[src/rtl/read_iq_multi.sv]
// Raw IQ word reader: pops 32-bit sample words and writes I/Q pairs to two FIFOs in lockstep.
// Handles S16 (one pair per word) and U8 offset-binary (two pairs per word) formats.
module read_iq_multi #(
  parameter int DATA_WIDTH  = 32,
  parameter int QUANT_BITS  = 10,
  parameter int U8_SHIFT    = 8,
  parameter int COUNT_WIDTH = 32
) (
  input  logic                   clock,
  input  logic                   reset,
  input  logic                   mode,
  output logic                   inA_rd_en,
  input  logic                   inA_empty,
  input  logic [31:0]            inA_dout,
  output logic                   out_wr_en,
  input  logic                   out_full,
  output logic [DATA_WIDTH-1:0]  out_din,
  output logic                   out_wr_en_2,
  input  logic                   out_full_2,
  output logic [DATA_WIDTH-1:0]  out_din_2,
  output logic [COUNT_WIDTH-1:0] sample_count
);

  typedef enum logic [1:0] {LOAD, EMIT0, EMIT1} state_t;

  state_t      state, state_nxt;
  logic [31:0] word_r;
  logic        mode_r;
  logic        pop, wr, out_ok;
  logic [7:0]  b0, b1, b2, b3;
  logic signed [16:0] i_raw, q_raw;

  // b0 is the first byte of the file stream, held in the top byte of the word
  assign b0 = word_r[31:24];
  assign b1 = word_r[23:16];
  assign b2 = word_r[15:8];
  assign b3 = word_r[7:0];

  function automatic logic signed [16:0] u8_centre(input logic [7:0] b);
    return $signed({9'd0, b}) - 17'sd128;
  endfunction

  function automatic logic [DATA_WIDTH-1:0] scale(input logic signed [16:0] s, input logic u8);
    logic signed [DATA_WIDTH-1:0] e;
    e = DATA_WIDTH'(s);
    return u8 ? (e <<< (QUANT_BITS + U8_SHIFT)) : (e <<< QUANT_BITS);
  endfunction

  always_comb begin
    i_raw = '0;
    q_raw = '0;
    if (!mode_r) begin
      i_raw = $signed({b1[7], b1, b0});
      q_raw = $signed({b3[7], b3, b2});
    end else if (state == EMIT1) begin
      i_raw = u8_centre(b2);
      q_raw = u8_centre(b3);
    end else begin
      i_raw = u8_centre(b0);
      q_raw = u8_centre(b1);
    end
  end

  assign out_din   = reset ? scale(i_raw, mode_r) : '0;
  assign out_din_2 = reset ? scale(q_raw, mode_r) : '0;

  // Pop of the next word overlaps the last write of the current one for full throughput
  always_comb begin
    state_nxt = state;
    pop       = 1'b0;
    wr        = 1'b0;
    out_ok    = !out_full && !out_full_2;
    case (state)
      LOAD: begin
        if (!inA_empty) begin
          pop       = 1'b1;
          state_nxt = EMIT0;
        end
      end
      EMIT0: begin
        if (out_ok) begin
          wr = 1'b1;
          if (mode_r) begin
            state_nxt = EMIT1;
          end else if (!inA_empty) begin
            pop       = 1'b1;
            state_nxt = EMIT0;
          end else begin
            state_nxt = LOAD;
          end
        end
      end
      EMIT1: begin
        if (out_ok) begin
          wr = 1'b1;
          if (!inA_empty) begin
            pop       = 1'b1;
            state_nxt = EMIT0;
          end else begin
            state_nxt = LOAD;
          end
        end
      end
      default: state_nxt = LOAD;
    endcase
    if (!reset) begin
      pop = 1'b0;
      wr  = 1'b0;
    end
  end

  assign inA_rd_en   = pop;
  assign out_wr_en   = wr;
  assign out_wr_en_2 = wr;

  always_ff @(posedge clock) begin
    if (!reset) begin
      state        <= LOAD;
      word_r       <= '0;
      mode_r       <= 1'b0;
      sample_count <= '0;
    end else begin
      state <= state_nxt;
      if (pop) begin
        word_r <= inA_dout;
        mode_r <= mode;
      end
      if (wr) sample_count <= sample_count + COUNT_WIDTH'(1);
    end
  end

endmodule

[config.mk]
export PLATFORM = sky130hd
export DESIGN_NAME = read_iq_multi
export DESIGN_NICKNAME = d
export VERILOG_FILES = /design/src/rtl/read_iq_multi.sv
export SDC_FILE = /design/constraint.sdc
export NUM_CORES = 1
export LEC_CHECK = 0
export ABC_AREA = 0
export CAP_MARGIN = 20
export CORE_MARGIN = 2
export CORE_UTILIZATION = 30
export DETAILED_ROUTE_END_ITERATION = 10
export PLACE_DENSITY = 0.68
export SETUP_SLACK_MARGIN = 0.5
export SLEW_MARGIN = 20
export SYNTH_ARGS = -nofsm -noshare
export SYNTH_HDL_FRONTEND = slang
export SYNTH_SLANG_ARGS = --single-unit
[constraint.sdc]
create_clock -name clock -period 3.9 [get_ports clock]
set_input_delay 1.17 -clock clock [delete_from_list [all_inputs] [get_ports clock]]
set_output_delay 1.17 -clock clock [all_outputs]
set_load 0.005 [all_outputs]
After elaboration in Yosys (flattened, before gate mapping)
Index checks and enable logic that the tools add are counted.
{"block": "totals", "register_bits": 67, "in_bits": 38, "output_inout_bits": 99}
{"block": "classes", "n_addsub": 5, "eq_ne": 5, "n_mux": 23, "n_reduce_logical": 6}
{"operator": "2-to-1 mux 32 bit", "count": 4}
{"operator": "2-to-1 mux 17 bit", "count": 4}
{"operator": "subtractor 8 x 8 -> 9 bit, second input constant", "count": 4}
{"operator": "adder 32 x 1 -> 32 bit, second input constant", "count": 1}
{"operator": "2-to-1 mux 1 bit", "count": 9}
{"operator": "2-to-1 mux 2 bit", "count": 4}
{"operator": "!= test 2 bit, second input constant", "count": 3}
{"operator": "case mux 2 bit (3 select lines)", "count": 1}
{"operator": "case mux 1 bit (3 select lines)", "count": 1}
{"operator": "AND reduction 3 bit", "count": 1}
{"operator": "== test 2 x 1 -> 1 bit, second input constant", "count": 1}
{"operator": "== test 2 bit, second input constant", "count": 1}
{"operator": "zero test 1 bit", "count": 2}
{"operator": "zero test 2 bit", "count": 1}
{"operator": "OR reduction 2 bit", "count": 1}
{"operator": "logical AND 1 bit", "count": 1}

Logic depth before layout (Yosys ltp)
Gate-level depths: netlist of run 1.
{"block": "logic_depth", "ltp_word": 5, "depth_mapped": 9, "ltp_nobuf": 6}

Least setup slack after synthesis of run 1
No wires, ideal clock.
{"block": "synth_timing", "path_type": "input to output", "startpoint": "in reset", "endpoint": "out inA_rd_en", "arrival_ps": 2435, "required_time_ps": 2730, "path_slack_ps": 295, "path_stages": 5, "cell_sequence": "clkbuf_1 clkinv_1 nor4_1 clkbuf_1 buf_2"}
{"block": "synth_between", "elab_chain_cells": 1}
{"item": "start: declaration", "line_no": "10", "source": "input logic reset,"}
{"item": "2-to-1 mux 1 bit", "line_no": "106", "source": "if (!reset) begin"}
{"item": "end: declaration", "line_no": "12", "source": "output logic inA_rd_en,"}
Every way passes these cells.

Worst setup path after layout of run 1
{"block": "layout_timing", "startpoint": "in out_full", "endpoint": "out inA_rd_en"}
{"block": "layout_between", "elab_chain_cells": 5, "word_cells_on_any_way": 6, "classes_between": "mux (4); reduce/logical (2)"}
{"item": "start: declaration", "line_no": "16", "source": "input logic out_full,"}
{"item": "zero test 1 bit *", "line_no": "72", "source": "out_ok = !out_full && !out_full_2;"}
{"item": "logical AND 1 bit *", "line_no": "72"}
{"item": "2-to-1 mux 1 bit, on equally long branches", "line_no": "94, 81"}
{"item": "case mux 1 bit (3 select lines) *", "line_no": "73", "source": "case (state)"}
{"item": "2-to-1 mux 1 bit *", "line_no": "106"}
Mark *: on every way between the ends. The rest lies on a longest branch, timed or not.

==> results.md, run 1 <==
- Final Net Count: 611
- Pre-Repair DR Iteration Count: 4
- Number of antenna violations at the first check in global routing: 0
- Synthesized area per cell: 8.159 um^2
- Final clock skew: 8.322 ps
- Number of global-route vias before repair: 3424
- Final worst path period need: 3418 ps
- Cell type contributing the most total cell area after synthesis: sky130_fd_sc_hd__dfxtp_1
- Cell Pwr Density: 347.4 nW/um^2
- Via density per instance: 4.835
- Root buf cell: sky130_fd_sc_hd__clkbuf_16
- Most common cell after layout, fill and taps aside: sky130_fd_sc_hd__clkdlybuf4s50_1
- Cells along the critical path: clkdlybuf4s15_2, nor3b_4, a21oi_1, nor4_4, clkbuf_2
- Cell types occupying the most area after synthesis: sky130_fd_sc_hd__dfxtp_1 (37%), sky130_fd_sc_hd__mux2i_1 (15%), sky130_fd_sc_hd__nand2_1 (5.5%)
- Crit path required time: 2730 ps
- I/O pins: 137
- Sinks on the clock net: 67
- Share of the synthesized area in the top cell type: 36.61%
- Maximum level of the CTS H-tree: 3
- Element type at the critical path end: output port
- Distinct cell type count of the synthesized netlist: 39
- Delay of the slowest critical-path stage: 320 ps
- DR iter-0 viols: 156
- Utilization after layout: 44.21%
- Crit path buf inv count: 2
- Final hold violation count: 0
- Area Growth Syn to Fin: 44.33%
- CTS tree: yes
- Sequential element share of the synthesized area: 36.61%
- Chip Width: 114.5 um
- Worst hold slack across all endpoints: 458.6 ps
- Overflow after GRT: 0
- Drt total wl: 10400 um
- Total of fill cells in the finished design: 1180
- Final weighted congestion of routability-driven global placement: 0.7647
- Max Clock Freq: 292.5 MHz
- Antenna-violating nets left: 0
- Setup repair after global routing missed its margin: true
- Cell Rows: 40
- Quantity of hold-fixing buffers added after cts: 0
- Max-slew violation count: 0
- Post-DP HPWL: 7446 um
- Fraction of registers with async set or reset after synthesis: 0%
- PnR worst setup slack: 481.6 ps
- Static Leakage: 2.127 nW
- Run status: finished, final reports clean
- Critical setup path kind: input pin to output port
- Die Area: 13110 um^2
- Post-synthesis cell area: 3664 um^2
- Max-cap check violation count: 0
- Via total after detailed routing: 3481
- Dominant register cell in the synthesized netlist: sky130_fd_sc_hd__dfxtp_1
- Master of the slowest instance on the critical path: sky130_fd_sc_hd__nor4_4
- Syn. warnings: 0
- GRT Overall Usage: 15.94%
- Number of enable-type register cells in the synthesized netlist: 0
- Gate count after technology mapping: 449
- Bufs on Longest Clock Path: 2
- Overall die height: 114.5 um
- Largest voltage drop on the vdd net: 184.4 uV
- Maximum fanout along the worst path: 3
- Max transition margin: 62.59%
- Total Negative Setup Slacks: 0 ps
- WP data arrival: 2250 ps
- Worst slack after detailed placement: -209.4 ps
- Commonest non-fill, non-tap cells in the layout: sky130_fd_sc_hd__clkdlybuf4s50_1 (86), sky130_fd_sc_hd__dfxtp_1 (66), sky130_fd_sc_hd__nand2_1 (54)
- Inserted Diodes: 0
- Wire length of the first global-routing pass: 16930 um
- Top Family by Delay on Critical Path: simple AND/OR/NAND/NOR gates
- Tightest Pin Transition: 561.1 ps
- Hold crit path type: flop to flop
- Register clock-pin slew on the reported worst setup and hold paths: 60 ps
- Number of endpoints failing setup at the final stage: 0
- Number of port buffers: 116
- Num CTS Buffers: 9
- Final critical-path share of the clock period: 87.65%
- DRC violation count after routing: 0
- Average detailed-routed wire length per instance: 14.45 um
- Proportion of layout cells with a drive suffix above 1: 9.773%
- Initial standard-cell utilization of the core: 30.63%
- Kind of start point of the critical path: input pin
- Largest net degree at the start of global routing: 46
- Post-synthesis sequential element count: 67
- Placeable core region: 11960 um^2
- Clk_lat worst skew: 320 ps
==> final timing paths <==
kind                            cells past startpoint  startpoint  slack (ps)          endpoint
worst max-delay path                                5    out_full         480         inA_rd_en
worst min-delay path                                2   word_r[2]         460         word_r[2]
worst max register to register                      7    state[1]        1100  sample_count[31]
worst min register to register                      2   word_r[2]         460         word_r[2]
==> cell families (layout without fill, tap and decap cells) <==
group                    after synthesis  after routing  synth area share (%)
XOR/XNOR                              10             10                 2.391
adder cells (fa/ha/maj)                5              5                 1.708
AO/OA/AOI/OAI                         50             50                 8.470
multiplexers                          54             54                 14.75
buffers and inverters                 86            191                 11.27
AND/OR/NAND/NOR                      176            176                 24.69
other                                  1             20                0.1024
flip-flops                            67             67                 36.61
==> Yosys cell counts (7+ instances only) <==
library cell,n
sky130_fd_sc_hd__dfxtp_1,67
sky130_fd_sc_hd__mux2i_1,54
sky130_fd_sc_hd__nand2_1,54
sky130_fd_sc_hd__inv_1,39
sky130_fd_sc_hd__nor2_1,39
sky130_fd_sc_hd__a21oi_1,21
sky130_fd_sc_hd__buf_4,21
sky130_fd_sc_hd__clkbuf_1,19
sky130_fd_sc_hd__and2_1,18
sky130_fd_sc_hd__nand4_1,12
sky130_fd_sc_hd__nand3_1,11
sky130_fd_sc_hd__o31ai_1,11
sky130_fd_sc_hd__or4_1,11
sky130_fd_sc_hd__and4_1,9
sky130_fd_sc_hd__a211oi_1,7
==> power by group <==
| group | total [W] | internal (W) | switching, W | leakage, nW |
|---|---|---|---|---|
| sequential | 0.000764 | 0.000727 | 0.0000365 | 0.547 |
| combinational | 0.000344 | 0.000187 | 0.000157 | 1.46 |
| clock | 0.000729 | 0.000426 | 0.000303 | 0.123 |
| total | 0.00184 | 0.00134 | 0.000497 | 2.13 |
==> final cells by class <==
cell class | instances | area, um^2 | area share [%]
Clock inverter | 7 | 45.04 | 0.8519
Sequential cell | 67 | 1343 | 25.39
Clock buffer | 9 | 225.2 | 4.259
Inverter | 40 | 157.7 | 2.982
Tap cell | 147 | 183.9 | 3.478
Timing Repair Buffer | 135 | 1282 | 24.25
Multi-Input combinational cell | 315 | 2051 | 38.78
==> worst min-delay path, delay by kind of cell (launching register included) <==
family | cells | cell delay, ps
and+or+nand+nor | 1 | 50
DFF | 1 | 310
muxes | 1 | 50
==> state kept, by name, summed over array words and instances, names as in the netlist <==
signal / count
mode_r: 1
sample_count: 32
state: 2
word_r: 32
==> repair_timing <==
item,in CTS,in global routing
endpoints found under the setup margin,48,22
buffers inserted,4,0
pin swaps,4,3
gates resized for setup,56,10
cloned,1,0
==> through the flow <==
step	std cells	area, um^2	total power [W]
4_1_cts	720	5266	0.001857
3_5_place_dp	699	4933	0.001114
6_report	720	5288	0.001837
2_1_floorplan	468	3746	0.0009535
5_1_grt	720	5288	0.001928
3_3_place_gp	699	4933	0.001109
==> per-layer routing <==
| metal | GRT usage (%) | wire, um |
|---|---|---|
| met1 | 18.96 | 4366 |
| met5 | 0 | 0 |
| met3 | 4.870 | 830 |
| met4 | 3.496 | 51 |
| met2 | 28.17 | 5153 |
Power figures use the tool's default switching activity.
==> inputs of run 2 (changes only) <==
--- a/config.mk
+++ b/config.mk
@@ -7,7 +7,7 @@
 export LEC_CHECK = 0
 export ABC_AREA = 0
 export CAP_MARGIN = 20
-export CORE_MARGIN = 2
+export CORE_MARGIN = 4
 export CORE_UTILIZATION = 30
 export DETAILED_ROUTE_END_ITERATION = 10
 export PLACE_DENSITY = 0.68
==> run 2 against run 1 <==
Effect of this change:
- largest cell class unchanged
- clock skew decreased by 2.0 ps
- largest power group is now clock
- sequential cell count did not move
- combinational power increased by 8.4%
==> results.md, run 2 (synthesized netlist as in run 1, its figures left out) <==
- Run status: finished, final reports clean
- Final clock skew: 6.372 ps
- Antenna-violating nets left: 0
- Tightest Pin Transition: 521.9 ps
- Hold crit path type: flop to flop
- Setup repair after global routing missed its margin: true
- I/O pins: 137
- Number of global-route vias before repair: 3577
- Overflow after GRT: 0
- Max Clock Freq: 289.4 MHz
- Kind of start point of the critical path: input pin
- Element type at the critical path end: flop
- Net switching power: 0.0005201 W
- Total placed instance area: 4936 um^2
- Overall die height: 118.5 um
- Sw Share: 25.79%
- Final hold violation count: 0
- Via density per instance: 4.780
- Maximum level of the CTS H-tree: 3
- Reg2Reg Depth: 23
- Number of endpoints failing setup at the final stage: 0
- Cell Rows: 40
- Proportion of layout cells with a drive suffix above 1: 13.51%
- Share of power burned in registers: 37.8%
- Critical setup path kind: input pin to flop
- Wire length of the first global-routing pass: 17550 um
- Maximum fanout along the worst path: 6
- Num CTS Buffers: 9
- Final weighted congestion of routability-driven global placement: 0.7720
- Largest net degree at the start of global routing: 46
- DRC violation count after routing: 0
- Worst R2R Setup Slack: 610 ps
- Number of port buffers: 116
- Clk_lat worst skew: 330 ps
- Average detailed-routed wire length per instance: 14.71 um
- Comb power frac: 18.5%
- WP data arrival: 3720 ps
- Largest registers: sample_count x32, word_r x32, state x2
- Chip Width: 118.5 um
- Max-slew violation count: 0
- Crit path required time: 4160 ps
- Most common cell after layout, fill and taps aside: sky130_fd_sc_hd__clkdlybuf4s50_1
- Total of fill cells in the finished design: 1144
- DR iter-0 viols: 157
- Root buf cell: sky130_fd_sc_hd__clkbuf_16
- Register clock-pin slew on the reported worst setup and hold paths: 60 ps
- Die Area: 14040 um^2
- Pre-Repair DR Iteration Count: 4
- Via total after detailed routing: 3537
- Placeable core region: 11960 um^2
- Worst hold slack across all endpoints: 463.8 ps
- Final critical-path share of the clock period: 88.59%
- CTS tree: yes
- Finished layout cell area: 5634 um^2
- Worst R2R End: sample_count[0]
- Worst hold path cell count: 2
- Bufs on Longest Clock Path: 2
- Hold worst-path end: word_r[2]
- Max-cap check violation count: 0
- Largest voltage drop on the vdd net: 231.2 uV
- Crit Reg-Reg Startpoint: state[0]
- Area Growth Syn to Fin: 53.79%
- Cell Pwr Density: 357.9 nW/um^2
- Final Net Count: 630
- Number of antenna violations at the first check in global routing: 1
- Sinks on the clock net: 67
- Final worst path period need: 3455 ps
- Post-DP HPWL: 7548 um
- Initial standard-cell utilization of the core: 30.63%
- Commonest non-fill, non-tap cells in the layout: sky130_fd_sc_hd__clkdlybuf4s50_1 (67), sky130_fd_sc_hd__dfxtp_1 (65), sky130_fd_sc_hd__mux2i_1 (54)
- GRT Overall Usage: 15.11%
- Internal Power: 0.001496 W
- Min-delay src: word_r[2]
- Overall power: 0.002017 W
- Clock power share: 43.7%
- Drt total wl: 10890 um
- Max transition margin: 64.21%
- Static Leakage: 2.443 nW
## run 2: changes by cell type in the layout (fill, tap and decap cells not counted), sizes merged
cell,previous run,this run
buf,20,41
clkdlybuf4s50,86,67
dlygate4sd2,23,40
clkdlybuf4s15,5,1
dlymetal6s2s,0,4
clkinvlp,4,1
bufinv,0,2
bufbuf,0,1
clkbuf,10,9
diode,0,1
inv,40,41
## run 2: how the worst max path moves through the flow
stage / from / cells past startpoint / endpoint / slack [ps]
after CTS: out_full_2 / 22 / sample_count[5] / 330
after floorplan: reset / 6 / out_wr_en_2 / 570
after detailed placement: reset / 6 / inA_rd_en / -200
after global routing: out_full / 22 / sample_count[29] / 350
after global placement: reset / 6 / inA_rd_en / -160
final: out_full / 22 / sample_count[12] / 450
## run 2: per-layer routing
metal | vias to the layer above | track usage [%] | part of all wire [%]
li1 | 1771 | - | -
met1 | 1639 | 17.94 | 43
met2 | 117 | 26.12 | 49
met3 | 10 | 5.263 | 7.2
met4 | 0 | 3.693 | 1.0
met5 | - | 0 | 0
## run 2: final cells by class
cell class	instances	area (um^2)	area share [%]
multi-input combinational	315	2088	37.06
timing repair buffer	154	1536	27.27
sequential	67	1344	23.85
clock buffer	9	225.2	3.997
tap	147	183.9	3.264
inverter	40	155.1	2.754
clock inverter	7	98.84	1.754
antenna	1	2.502	0.04441
## run 2: power by group through the flow
stage	clock [W]	sequential [W]	combinational [W]
2_1_floorplan	0	0.000762	0.000191
3_3_place_gp	0	0.000775	0.000334
3_5_place_dp	0	0.000776	0.000338
4_1_cts	0.000896	0.000762	0.000353
5_1_grt	0.000927	0.000769	0.000409
6_report	0.000881	0.000763	0.000373
## run 2: through the flow
stage | setup TNS, ps | setup WS (ps) | instances | util, %
2_1_floorplan | 0 | 565.1 | 468 | -
3_3_place_gp | -1555 | -156.6 | 696 | 41.27
3_5_place_dp | -1756 | -199.0 | 696 | 41.27
4_1_cts | 0 | 329.6 | 735 | 45.58
5_1_grt | 0 | 347.3 | 740 | 47.10
6_report | 0 | 445.0 | 740 | 47.10
## run 2: worst max-delay path: stages
cell	delay, ps
sky130_fd_sc_hd__buf_8	100
sky130_fd_sc_hd__nor3b_4	200
sky130_fd_sc_hd__buf_4	140
sky130_fd_sc_hd__buf_6	80
sky130_fd_sc_hd__buf_6	80
sky130_fd_sc_hd__buf_6	80
sky130_fd_sc_hd__buf_6	80
sky130_fd_sc_hd__buf_6	90
sky130_fd_sc_hd__buf_6	80
sky130_fd_sc_hd__buf_6	80
sky130_fd_sc_hd__buf_6	80
sky130_fd_sc_hd__buf_6	80
sky130_fd_sc_hd__buf_6	80
sky130_fd_sc_hd__buf_6	80
sky130_fd_sc_hd__buf_6	90
sky130_fd_sc_hd__buf_6	80
sky130_fd_sc_hd__buf_6	80
sky130_fd_sc_hd__buf_6	90
sky130_fd_sc_hd__buf_8	110
sky130_fd_sc_hd__nand4_1	190
sky130_fd_sc_hd__or3_1	440
sky130_fd_sc_hd__a21oi_2	110
## run 2: repair_timing
item                                    CTS  global route
pin swaps                                 3            11
hold buffers                              0             0
endpoints found under the setup margin   47            28
gates resized for setup                  73            45
buffers inserted                         21             4
gates cloned                              2             0
